==> config.mk <==
export PLATFORM = sky130hd
export DESIGN_NAME = sram_arb_ctrl_flat
export DESIGN_NICKNAME = d
export VERILOG_FILES = /design/src/rtl/sram_ctrl_pkg.sv /design/src/rtl/sram_arb_ctrl_if.sv /design/src/rtl/sram_rr_arb.sv /design/src/rtl/sram_arb_ctrl.sv /design/src/flat_wrapper.sv
export SDC_FILE = /design/constraint.sdc
export NUM_CORES = 1
export LEC_CHECK = 0
export ABC_AREA = 1
export CAP_MARGIN = 0
export CORE_ASPECT_RATIO = 0.9
export CORE_MARGIN = 8
export CORE_UTILIZATION = 47
export CTS_BUF_LIST = sky130_fd_sc_hd__clkbuf_4 sky130_fd_sc_hd__clkbuf_8
export DETAILED_ROUTE_END_ITERATION = 8
export HOLD_SLACK_MARGIN = 0.15
export PLACE_DENSITY = 0.88
export SLEW_MARGIN = 20
export SYNTH_ARGS = -nofsm -noshare
export SYNTH_HDL_FRONTEND = slang
export SYNTH_HIERARCHICAL = 1
export SYNTH_SLANG_ARGS = --single-unit
export TNS_END_PERCENT = 10
==> constraint.sdc <==
create_clock -name clock -period 3.3 [get_ports clock]
set_input_delay 0.495 -clock clock [delete_from_list [all_inputs] [get_ports clock]]
set_output_delay 0.495 -clock clock [all_outputs]
set_load 0.005 [all_outputs]
==> src/rtl/sram_ctrl_pkg.sv <==
// Shared constants and types for the two-port SRAM arbiter/controller.
// Default geometry, controller states and read-tag format live here.
package sram_ctrl_pkg;

  localparam int DEF_DATA_WIDTH  = 4;
  localparam int DEF_ADDR_WIDTH  = 6;
  localparam int DEF_WMASK_WIDTH = 2;
  localparam int NUM_PORTS       = 2;

  typedef enum logic {
    INIT,
    SERVE
  } state_e;

  typedef logic [$clog2(NUM_PORTS)-1:0] port_id_t;

  // One stage of the read-response tag pipeline.
  typedef struct packed {
    logic     vld;
    port_id_t id;
  } rd_tag_t;

endpackage

==> src/rtl/sram_arb_ctrl_if.sv <==
// Request/response bus between the requesters (master) and the controller (slave).
// Per-port request fields are packed side by side, port 0 in the LSBs.
interface sram_arb_ctrl_if #(
  parameter int DATA_WIDTH  = sram_ctrl_pkg::DEF_DATA_WIDTH,
  parameter int ADDR_WIDTH  = sram_ctrl_pkg::DEF_ADDR_WIDTH,
  parameter int WMASK_WIDTH = sram_ctrl_pkg::DEF_WMASK_WIDTH
) ();

  localparam int NP = sram_ctrl_pkg::NUM_PORTS;

  logic [NP-1:0]             req_valid;
  logic [NP-1:0]             req_ready;
  logic [NP-1:0]             req_we;
  logic [NP*WMASK_WIDTH-1:0] req_wmask;
  logic [NP*ADDR_WIDTH-1:0]  req_addr;
  logic [NP*DATA_WIDTH-1:0]  req_wdata;
  logic [NP-1:0]             rsp_valid;
  logic [DATA_WIDTH-1:0]     rsp_rdata;

  modport master (
    output req_valid, req_we, req_wmask, req_addr, req_wdata,
    input  req_ready, rsp_valid, rsp_rdata
  );

  modport slave (
    input  req_valid, req_we, req_wmask, req_addr, req_wdata,
    output req_ready, rsp_valid, rsp_rdata
  );

endinterface

==> src/rtl/sram_rr_arb.sv <==
// Two-way round-robin grant: the pointer names the preferred port,
// a lone requester is always granted. Purely combinational, one-hot output.
module sram_rr_arb
  import sram_ctrl_pkg::*;
(
  input  logic [NUM_PORTS-1:0] valid_i,
  input  port_id_t             ptr_i,
  output logic [NUM_PORTS-1:0] grant_o
);

  port_id_t other;

  assign other = ~ptr_i;

  // NOTE: every output of a combinational block gets a default first, so no path leaves it unassigned and no latch is inferred.
  always_comb begin
    grant_o = '0;
    if (valid_i[ptr_i]) begin
      grant_o[ptr_i] = 1'b1;
    end else if (valid_i[other]) begin
      grant_o[other] = 1'b1;
    end
  end

endmodule

==> src/rtl/sram_arb_ctrl.sv <==
// Clears the attached SRAM after reset, then arbitrates two request ports onto it
// with registered macro inputs and a two-stage read-tag pipeline for responses.
module sram_arb_ctrl
  import sram_ctrl_pkg::*;
#(
  parameter int DATA_WIDTH  = DEF_DATA_WIDTH,
  parameter int ADDR_WIDTH  = DEF_ADDR_WIDTH,
  parameter int WMASK_WIDTH = DEF_WMASK_WIDTH
) (
  input  logic                   clock,
  input  logic                   reset_n,
  sram_arb_ctrl_if.slave         bus,
  output logic                   sram_we,
  output logic [WMASK_WIDTH-1:0] sram_wmask,
  output logic [ADDR_WIDTH-1:0]  sram_addr,
  output logic [DATA_WIDTH-1:0]  sram_din,
  input  logic [DATA_WIDTH-1:0]  sram_dout,
  output logic                   init_done
);

  state_e                 state_q, state_d;
  logic [ADDR_WIDTH-1:0]  cnt_q, cnt_d;
  port_id_t               ptr_q, ptr_d;
  logic                   init_done_q;
  logic                   we_q, we_d;
  logic [WMASK_WIDTH-1:0] wmask_q, wmask_d;
  logic [ADDR_WIDTH-1:0]  addr_q, addr_d;
  logic [DATA_WIDTH-1:0]  din_q, din_d;
  rd_tag_t                tag1_q, tag1_d, tag2_q;

  logic [NUM_PORTS-1:0]   arb_valid, grant;
  port_id_t               gnt_id;
  logic [WMASK_WIDTH-1:0] wmask_a [NUM_PORTS];
  logic [ADDR_WIDTH-1:0]  addr_a  [NUM_PORTS];
  logic [DATA_WIDTH-1:0]  wdata_a [NUM_PORTS];

  for (genvar p = 0; p < NUM_PORTS; p++) begin : g_unpack
    assign wmask_a[p] = bus.req_wmask[p*WMASK_WIDTH +: WMASK_WIDTH];
    assign addr_a[p]  = bus.req_addr[p*ADDR_WIDTH +: ADDR_WIDTH];
    assign wdata_a[p] = bus.req_wdata[p*DATA_WIDTH +: DATA_WIDTH];
  end

  // Requests are invisible to the arbiter while the memory is being cleared.
  assign arb_valid = (state_q == SERVE) ? bus.req_valid : '0;

  sram_rr_arb u_arb (
    .valid_i (arb_valid),
    .ptr_i   (ptr_q),
    .grant_o (grant)
  );

  assign bus.req_ready = grant;
  assign gnt_id        = grant[1];

  always_comb begin
    state_d = state_q;
    cnt_d   = cnt_q;
    ptr_d   = ptr_q;
    we_d    = 1'b0;
    wmask_d = wmask_q;
    addr_d  = addr_q;
    din_d   = din_q;
    tag1_d  = '0;
    case (state_q)
      INIT: begin
        we_d    = 1'b1;
        wmask_d = '1;
        din_d   = '0;
        addr_d  = cnt_q;
        cnt_d   = cnt_q + 1'b1;
        if (cnt_q == '1) state_d = SERVE;
      end
      SERVE: begin
        if (|grant) begin
          we_d       = bus.req_we[gnt_id];
          wmask_d    = wmask_a[gnt_id];
          addr_d     = addr_a[gnt_id];
          din_d      = wdata_a[gnt_id];
          ptr_d      = ~gnt_id;
          tag1_d.vld = ~bus.req_we[gnt_id];
          tag1_d.id  = gnt_id;
        end
      end
      default: state_d = INIT;
    endcase
  end

  // NOTE: state registers use non-blocking assignments so every flop samples pre-edge values, independent of statement order.
  always_ff @(posedge clock) begin
    if (!reset_n) begin
      state_q     <= INIT;
      cnt_q       <= '0;
      ptr_q       <= '0;
      init_done_q <= 1'b0;
      we_q        <= 1'b0;
      wmask_q     <= '0;
      addr_q      <= '0;
      din_q       <= '0;
      tag1_q      <= '0;
      tag2_q      <= '0;
    end else begin
      state_q     <= state_d;
      cnt_q       <= cnt_d;
      ptr_q       <= ptr_d;
      init_done_q <= (state_q == SERVE);
      we_q        <= we_d;
      wmask_q     <= wmask_d;
      addr_q      <= addr_d;
      din_q       <= din_d;
      tag1_q      <= tag1_d;
      tag2_q      <= tag1_q;
    end
  end

  assign sram_we    = we_q;
  assign sram_wmask = wmask_q;
  assign sram_addr  = addr_q;
  assign sram_din   = din_q;
  assign init_done  = init_done_q;

  // The macro's read data arrives two cycles after the grant, aligned with tag2.
  always_comb begin
    bus.rsp_valid = '0;
    bus.rsp_valid[tag2_q.id] = tag2_q.vld;
  end
  assign bus.rsp_rdata = sram_dout;

endmodule

==> src/flat_wrapper.sv <==
// flat-port wrapper written by rule: the top's interface ports become plain ports
module sram_arb_ctrl_flat import sram_ctrl_pkg::*;
#(
  parameter int DATA_WIDTH  = DEF_DATA_WIDTH,
  parameter int ADDR_WIDTH  = DEF_ADDR_WIDTH,
  parameter int WMASK_WIDTH = DEF_WMASK_WIDTH
)
  (clock, reset_n, sram_we, sram_wmask, sram_addr, sram_din, sram_dout, init_done, bus_req_valid, bus_req_we, bus_req_wmask, bus_req_addr, bus_req_wdata, bus_req_ready, bus_rsp_valid, bus_rsp_rdata);
  sram_arb_ctrl_if #(.DATA_WIDTH(DATA_WIDTH), .ADDR_WIDTH(ADDR_WIDTH), .WMASK_WIDTH(WMASK_WIDTH)) bus_i ();
  input  logic clock;
  input  logic reset_n;
  output logic sram_we;
  output logic [WMASK_WIDTH-1:0] sram_wmask;
  output logic [ADDR_WIDTH-1:0] sram_addr;
  output logic [DATA_WIDTH-1:0] sram_din;
  input  logic [DATA_WIDTH-1:0] sram_dout;
  output logic init_done;
  input wire logic [$bits(bus_i.req_valid)-1:0] bus_req_valid;
  input wire logic [$bits(bus_i.req_we)-1:0] bus_req_we;
  input wire logic [$bits(bus_i.req_wmask)-1:0] bus_req_wmask;
  input wire logic [$bits(bus_i.req_addr)-1:0] bus_req_addr;
  input wire logic [$bits(bus_i.req_wdata)-1:0] bus_req_wdata;
  output wire logic [$bits(bus_i.req_ready)-1:0] bus_req_ready;
  output wire logic [$bits(bus_i.rsp_valid)-1:0] bus_rsp_valid;
  output wire logic [$bits(bus_i.rsp_rdata)-1:0] bus_rsp_rdata;
  assign bus_i.req_valid = bus_req_valid;
  assign bus_i.req_we = bus_req_we;
  assign bus_i.req_wmask = bus_req_wmask;
  assign bus_i.req_addr = bus_req_addr;
  assign bus_i.req_wdata = bus_req_wdata;
  assign bus_req_ready = bus_i.req_ready;
  assign bus_rsp_valid = bus_i.rsp_valid;
  assign bus_rsp_rdata = bus_i.rsp_rdata;
  sram_arb_ctrl #(.DATA_WIDTH(DATA_WIDTH), .ADDR_WIDTH(ADDR_WIDTH), .WMASK_WIDTH(WMASK_WIDTH)) u_core (.clock(clock), .reset_n(reset_n), .bus(bus_i), .sram_we(sram_we), .sram_wmask(sram_wmask), .sram_addr(sram_addr), .sram_din(sram_din), .sram_dout(sram_dout), .init_done(init_done));
endmodule
Word level (Yosys, flattened, before mapping) --
Cells that the tools add are included.
Storage, ports and cells: word-level logic and storage cells 69, output and inout bits 22, register bits 26
Operators by class: add/subtract/negate cells 1, muxes and demuxes 34, bitwise gates (word level) 6, reduce and logical (&&, ||, !) cells 6, equal/unequal tests 2, $lt $le $gt $ge 8
Operator list (number):
- $mux W6 | 4
- $mux W4 | 4
- $mux W2 | 7
- $mux W1 | 12
- $pmux W6 S2 | 1
- $lt A1 B2 Y1 const B | 4
- $pmux W4 S2 | 1
- $add A6 B1 Y6 const B | 1
- $eq A6 B6 Y1 const B | 1
- $not A1 Y1 | 4
- $pmux W2 S2 | 1
- $demux W1 S1 | 3
- $ge A1 B1 Y1 const B | 3
- $logic_and A1 B1 Y1 | 3
- $reduce_and A3 Y1 | 1
- $and A2 B2 Y2 | 1
- $ge A2 B2 Y1 const B | 1
- $ne A2 B2 Y1 const B | 1
- $not A1 Y2 | 1
- $pmux W1 S2 | 1
- $reduce_and A2 Y1 | 1
- $reduce_or A2 Y1 | 1

Depth between registers and ports, before layout --
depth in word-level cells 13, mapped depth 12

Hierarchy --
Netlist, hierarchy kept.
Modules (own cells, without submodules):
- sram_arb_ctrl | times used 1, area an instance 1278.7 µm², cells each 186
- sram_rr_arb | times used 1, area an instance 27.5 µm², cells each 4

Worst setup path before layout --
Ideal clock, no wire load.
path kind reg2reg, from reg u_core.state_q, to reg u_core.addr_q[4], in the netlist u_core/sram_addr[4], setup slack 1.720 ns, stages on the path, launching flop included 12, period minus slack after synthesis 1.580 ns, arrival time 1.467 ns, data required time 3.188 ns, cells stage by stage dfxtp_1 > buf_6 > nand2_1 > inv_1 > inv_1 > a21oi_2 > inv_2 > buf_6 > nor2_1 > nor2_1 > nand3_1 > nand2_1
On the way: longest elaborated chain between the ends 11, elaborated cells between the ends (all ways) 16
Ends and longest elaborated chain:
- from (decl) | line sram_arb_ctrl.sv:21 | state_e state_q, state_d;
- from (signal assigned) | line sram_arb_ctrl.sv:102 | state_q <= state_d;
- $mux W2 * | line sram_arb_ctrl.sv:44 | assign arb_valid = (state_q == SERVE) ? bus.req_valid : '0;
- named net u_core.arb_valid[1] | line sram_arb_ctrl.sv:31 | logic [NUM_PORTS-1:0] arb_valid, grant;
- $mux W1 (not written as such) (2 in a row) | line sram_rr_arb.sv:20 | end else if (valid_i[other]) begin
- $mux W2 | line sram_rr_arb.sv:20
- $mux W2 * | line sram_rr_arb.sv:18 | if (valid_i[ptr_i]) begin
- named net bus_req_ready[1] | line flat_wrapper.sv:23 | output wire logic [$bits(bus_i.req_ready)-1:0] bus_req_ready;
- $not A1 Y2 (not written as such) | line sram_arb_ctrl.sv:77 | addr_d = addr_a[gnt_id];
- $mux W6 (not written as such) (3 in a row) | line sram_arb_ctrl.sv:77
- $mux W6 | line sram_arb_ctrl.sv:74 | if (|grant) begin
- $pmux W6 S2 | line sram_arb_ctrl.sv:64 | case (state_q)
- to (signal assigned) | line sram_arb_ctrl.sv:108 | addr_q <= addr_d;
- to (decl) | line sram_arb_ctrl.sv:27 | logic [ADDR_WIDTH-1:0] addr_q, addr_d;
Mark *: on every way through the listed nets, which the timed path passes. The rest lies on a longest branch. The select of a mux whose other input is x is not followed. A chain may end at the register's enable or synchronous reset.

Worst setup path after layout --
from in bus_req_valid[1], to out bus_req_ready[1]
On the way: longest elaborated chain between the ends 5, elaborated cells between the ends (all ways) 7
Ends and longest elaborated chain:
- from (decl) | line flat_wrapper.sv:18 | input wire logic [$bits(bus_i.req_valid)-1:0] bus_req_valid;
- $mux W2 * | line sram_arb_ctrl.sv:44
- named net u_core.arb_valid[1] | line sram_arb_ctrl.sv:31
- $mux W1 (not written as such) (2 in a row) | line sram_rr_arb.sv:20
- $mux W2 | line sram_rr_arb.sv:20
- $mux W2 * | line sram_rr_arb.sv:18
- to (decl) | line flat_wrapper.sv:23
Marks and branches as above.

==> key figures <==
Clocking
  • Hold_buf cts: 0
  • CTS tree: done
  • Root buf cell: clkbuf_4
  • Clk slew on worst S/H paths: 0.14 ns
  • Maximum root-to-sink buffer count: 2
  • Clock Latency Late Sink: 0.32 ns
  • Inserted Clock Buffers: 3
  • CTS Sinks: 26
  • Number of H-tree levels: 1
  • Post-CTS Setup Bufs: 0
  • CTS-repair resized insts: 0

Min path
  • HP Class: reg2reg

STA
  • RSZ-0062 raised after global routing: no
  • Slew margin rel.: 0.759
  • Setup violators final: 0
  • Least-Margin Pin Slew: 0.361 ns
  • Fmax: 0.405 GHz
  • Clk_skew: 0.00138 ns
  • Final Hold Viols: 0
  • Final Critical Period: 2.47 ns
  • Max-slew violation count: 0
  • Final worst slack: 0.833 ns
  • TNS Setup: 0 ns
  • Period utilization: 0.748

Synth
  • Yosys warns: 6
  • Number of synthesized flops with an enable pin: 0
  • Synth area leader: dfxtp_1
  • Asr flop ratio synth: 0
  • Yosys top cell area share: 0.398
  • Commonest cells post-synth: nand2_1 (66), nor2_1 (28), dfxtp_1 (26)
  • Top post-synthesis cells by area: dfxtp_1 (40%), nand2_1 (19%), nor2_1 (8.0%)
  • Synth unique cells: 21
  • Count leader, synth: nand2_1
  • Gate count of the mapped netlist: 190
  • Avg Cell Area, Syn: 6.88 um2
  • Post-synthesis sequential area ratio: 0.398
  • Synth Cell Area: 0.00131 mm2
  • Syn Nets: 225
  • Ys flop type: dfxtp_1
  • Yosys reg bits: 26

Critical path
  • Startpoint types: input pin
  • WP data arrival: 1.97 ns
  • Worst Path Max Fanout: 16
  • Data required, critical path: 2.80 ns
  • CP Capture Type: output port
  • WS Path Type: in2out

Finish
  • # diodes: 0
  • Fin nets: 270
  • Share of cells above drive strength 1: 0.0855
  • P&R area growth vs syn: 37.9%

Pwr
  • Max IR drop VDD: 0.000249 V
  • Leakage: 0.000869 uW
  • PD cells: 341 mW/mm2

Floorplanning
  • Die area: 0.00472 mm2
  • Core area: 0.00270 mm2
  • Initial core utilization: 0.483
  • Number of placed I/O pins: 56
  • Width of the die: 71.6 um
  • Num rows: 18
  • Chip height: 66.0 um

Detailed routing
  • Iter 0 DRT Violations: 50
  • DR WL/cell: 12.1 um
  • DRT Pass-1 Iters: 4
  • Final ANT Viol Nets: 0
  • Vias after detailed routing: 1296
  • Final WL: 3210 um
  • Via-to-Cell Ratio: 4.91
  • # DRC: 0

Placed design
  • Pre-CTS WS: 0.840 ns
  • GPL Wtd Cong: 0.814
  • Port Buffers: 47
  • Hpwl dp: 2450 um

GRT
  • First-pass GRT wire length: 5530 um
  • Largest net degree at the start of global routing: 22
  • Initial antenna violation count: 0
  • Congestion Overflow GR: 0
  • GRT Util Overall: 0.143
  • Vias in the first global route: 1271

Flow run
  • Max-Cap Viols: 0

Outcome
  • Outcome: completed
worst max-delay path, cell delays in order:
cell and delay, ns:
clkdlybuf4s50_1 0.45, nand2_1 0.05, inv_1 0.09, inv_1 0.05, a21oi_2 0.09, buf_4 0.22
clkdlybuf4s50_1 0.53
routing by layer:
layer  track usage  part of all wire  vias to the layer above
li1              -                 -                      672
met1         0.157              0.43                      573
met2         0.247              0.45                       47
met3        0.0682              0.11                        4
met4        0.0280            0.0069                        0
met5             0                 0                        -
kinds of logic after synthesis:
logic type	after synthesis	share of synthesized area
buf+inv	29	0.122
simple gates	119	0.398
flops	26	0.398
fa+ha+maj	1	0.00958
compound gates	15	0.0728
state kept, by name, summed over array words and instances, names as in the netlist:
name / count
u_core/cnt_q: 6
u_core/init_done: 1
u_core/ptr_q: 1
u_core/sram_addr: 6
u_core/sram_din: 4
u_core/sram_we: 1
u_core/sram_wmask: 2
u_core/state_q: 1
u_core/tag1_q: 2
u_core/tag2_q: 2
through the flow:
stage / utilization / instances / total power (uW) / area (um2) / hold slack [ns]
final: 0.667 / 264 / 614 / 1800 / 0.437
after global placement: 0.647 / 260 / 398 / 1750 / 0.392
after floorplan: - / 190 / 357 / 1310 / 0.390
after detailed placement: 0.647 / 260 / 400 / 1750 / 0.420
after CTS: 0.667 / 264 / 618 / 1800 / 0.445
after global routing: 0.667 / 264 / 639 / 1800 / 0.464
layout by cell type, fill, tap and decap left out, drive strengths merged, types with 2 or more instances in the layout:
master	netlist	routed
nand2	67	67
clkdlybuf4s50	0	47
nor2	32	32
dfxtp	26	26
inv	19	19
nand3	13	13
o21ai	6	6
or2	4	4
o211ai	4	4
a21oi	4	4
clkbuf	0	3
buf	10	3
nor3	2	2
where the power goes:
part	switching [uW]	total, uW	internal [uW]
logic	21.5	67.2	45.6
clock network	98.1	221	123
registers	5.05	326	321
total	125	614	489
cell type report:
| cell class | count | area [um2] |
|---|---|---|
| Multi-Input combinational cell | 135 | 627 |
| Tap cell | 30 | 37.5 |
| Clock buffer | 3 | 22.5 |
| Sequential cell | 26 | 520 |
| Inverter | 19 | 71.3 |
| Fill cell | 234 | 901 |
| Timing Repair Buffer | 50 | 493 |
| Clock inverter | 1 | 30.0 |
final timing paths:
check	start	endpoint	slack, ns	cells after the start
max	bus_req_valid[1]	bus_req_ready[1]	0.83	7
min	u_core/tag1_q[0]	u_core/tag2_q[0]	0.44	2
max reg2reg	u_core/state_q	u_core/sram_addr[5]	1.55	12
min reg2reg	u_core/tag1_q[0]	u_core/tag2_q[0]	0.44	2
Note: power is estimated with default switching activity, not from simulation.
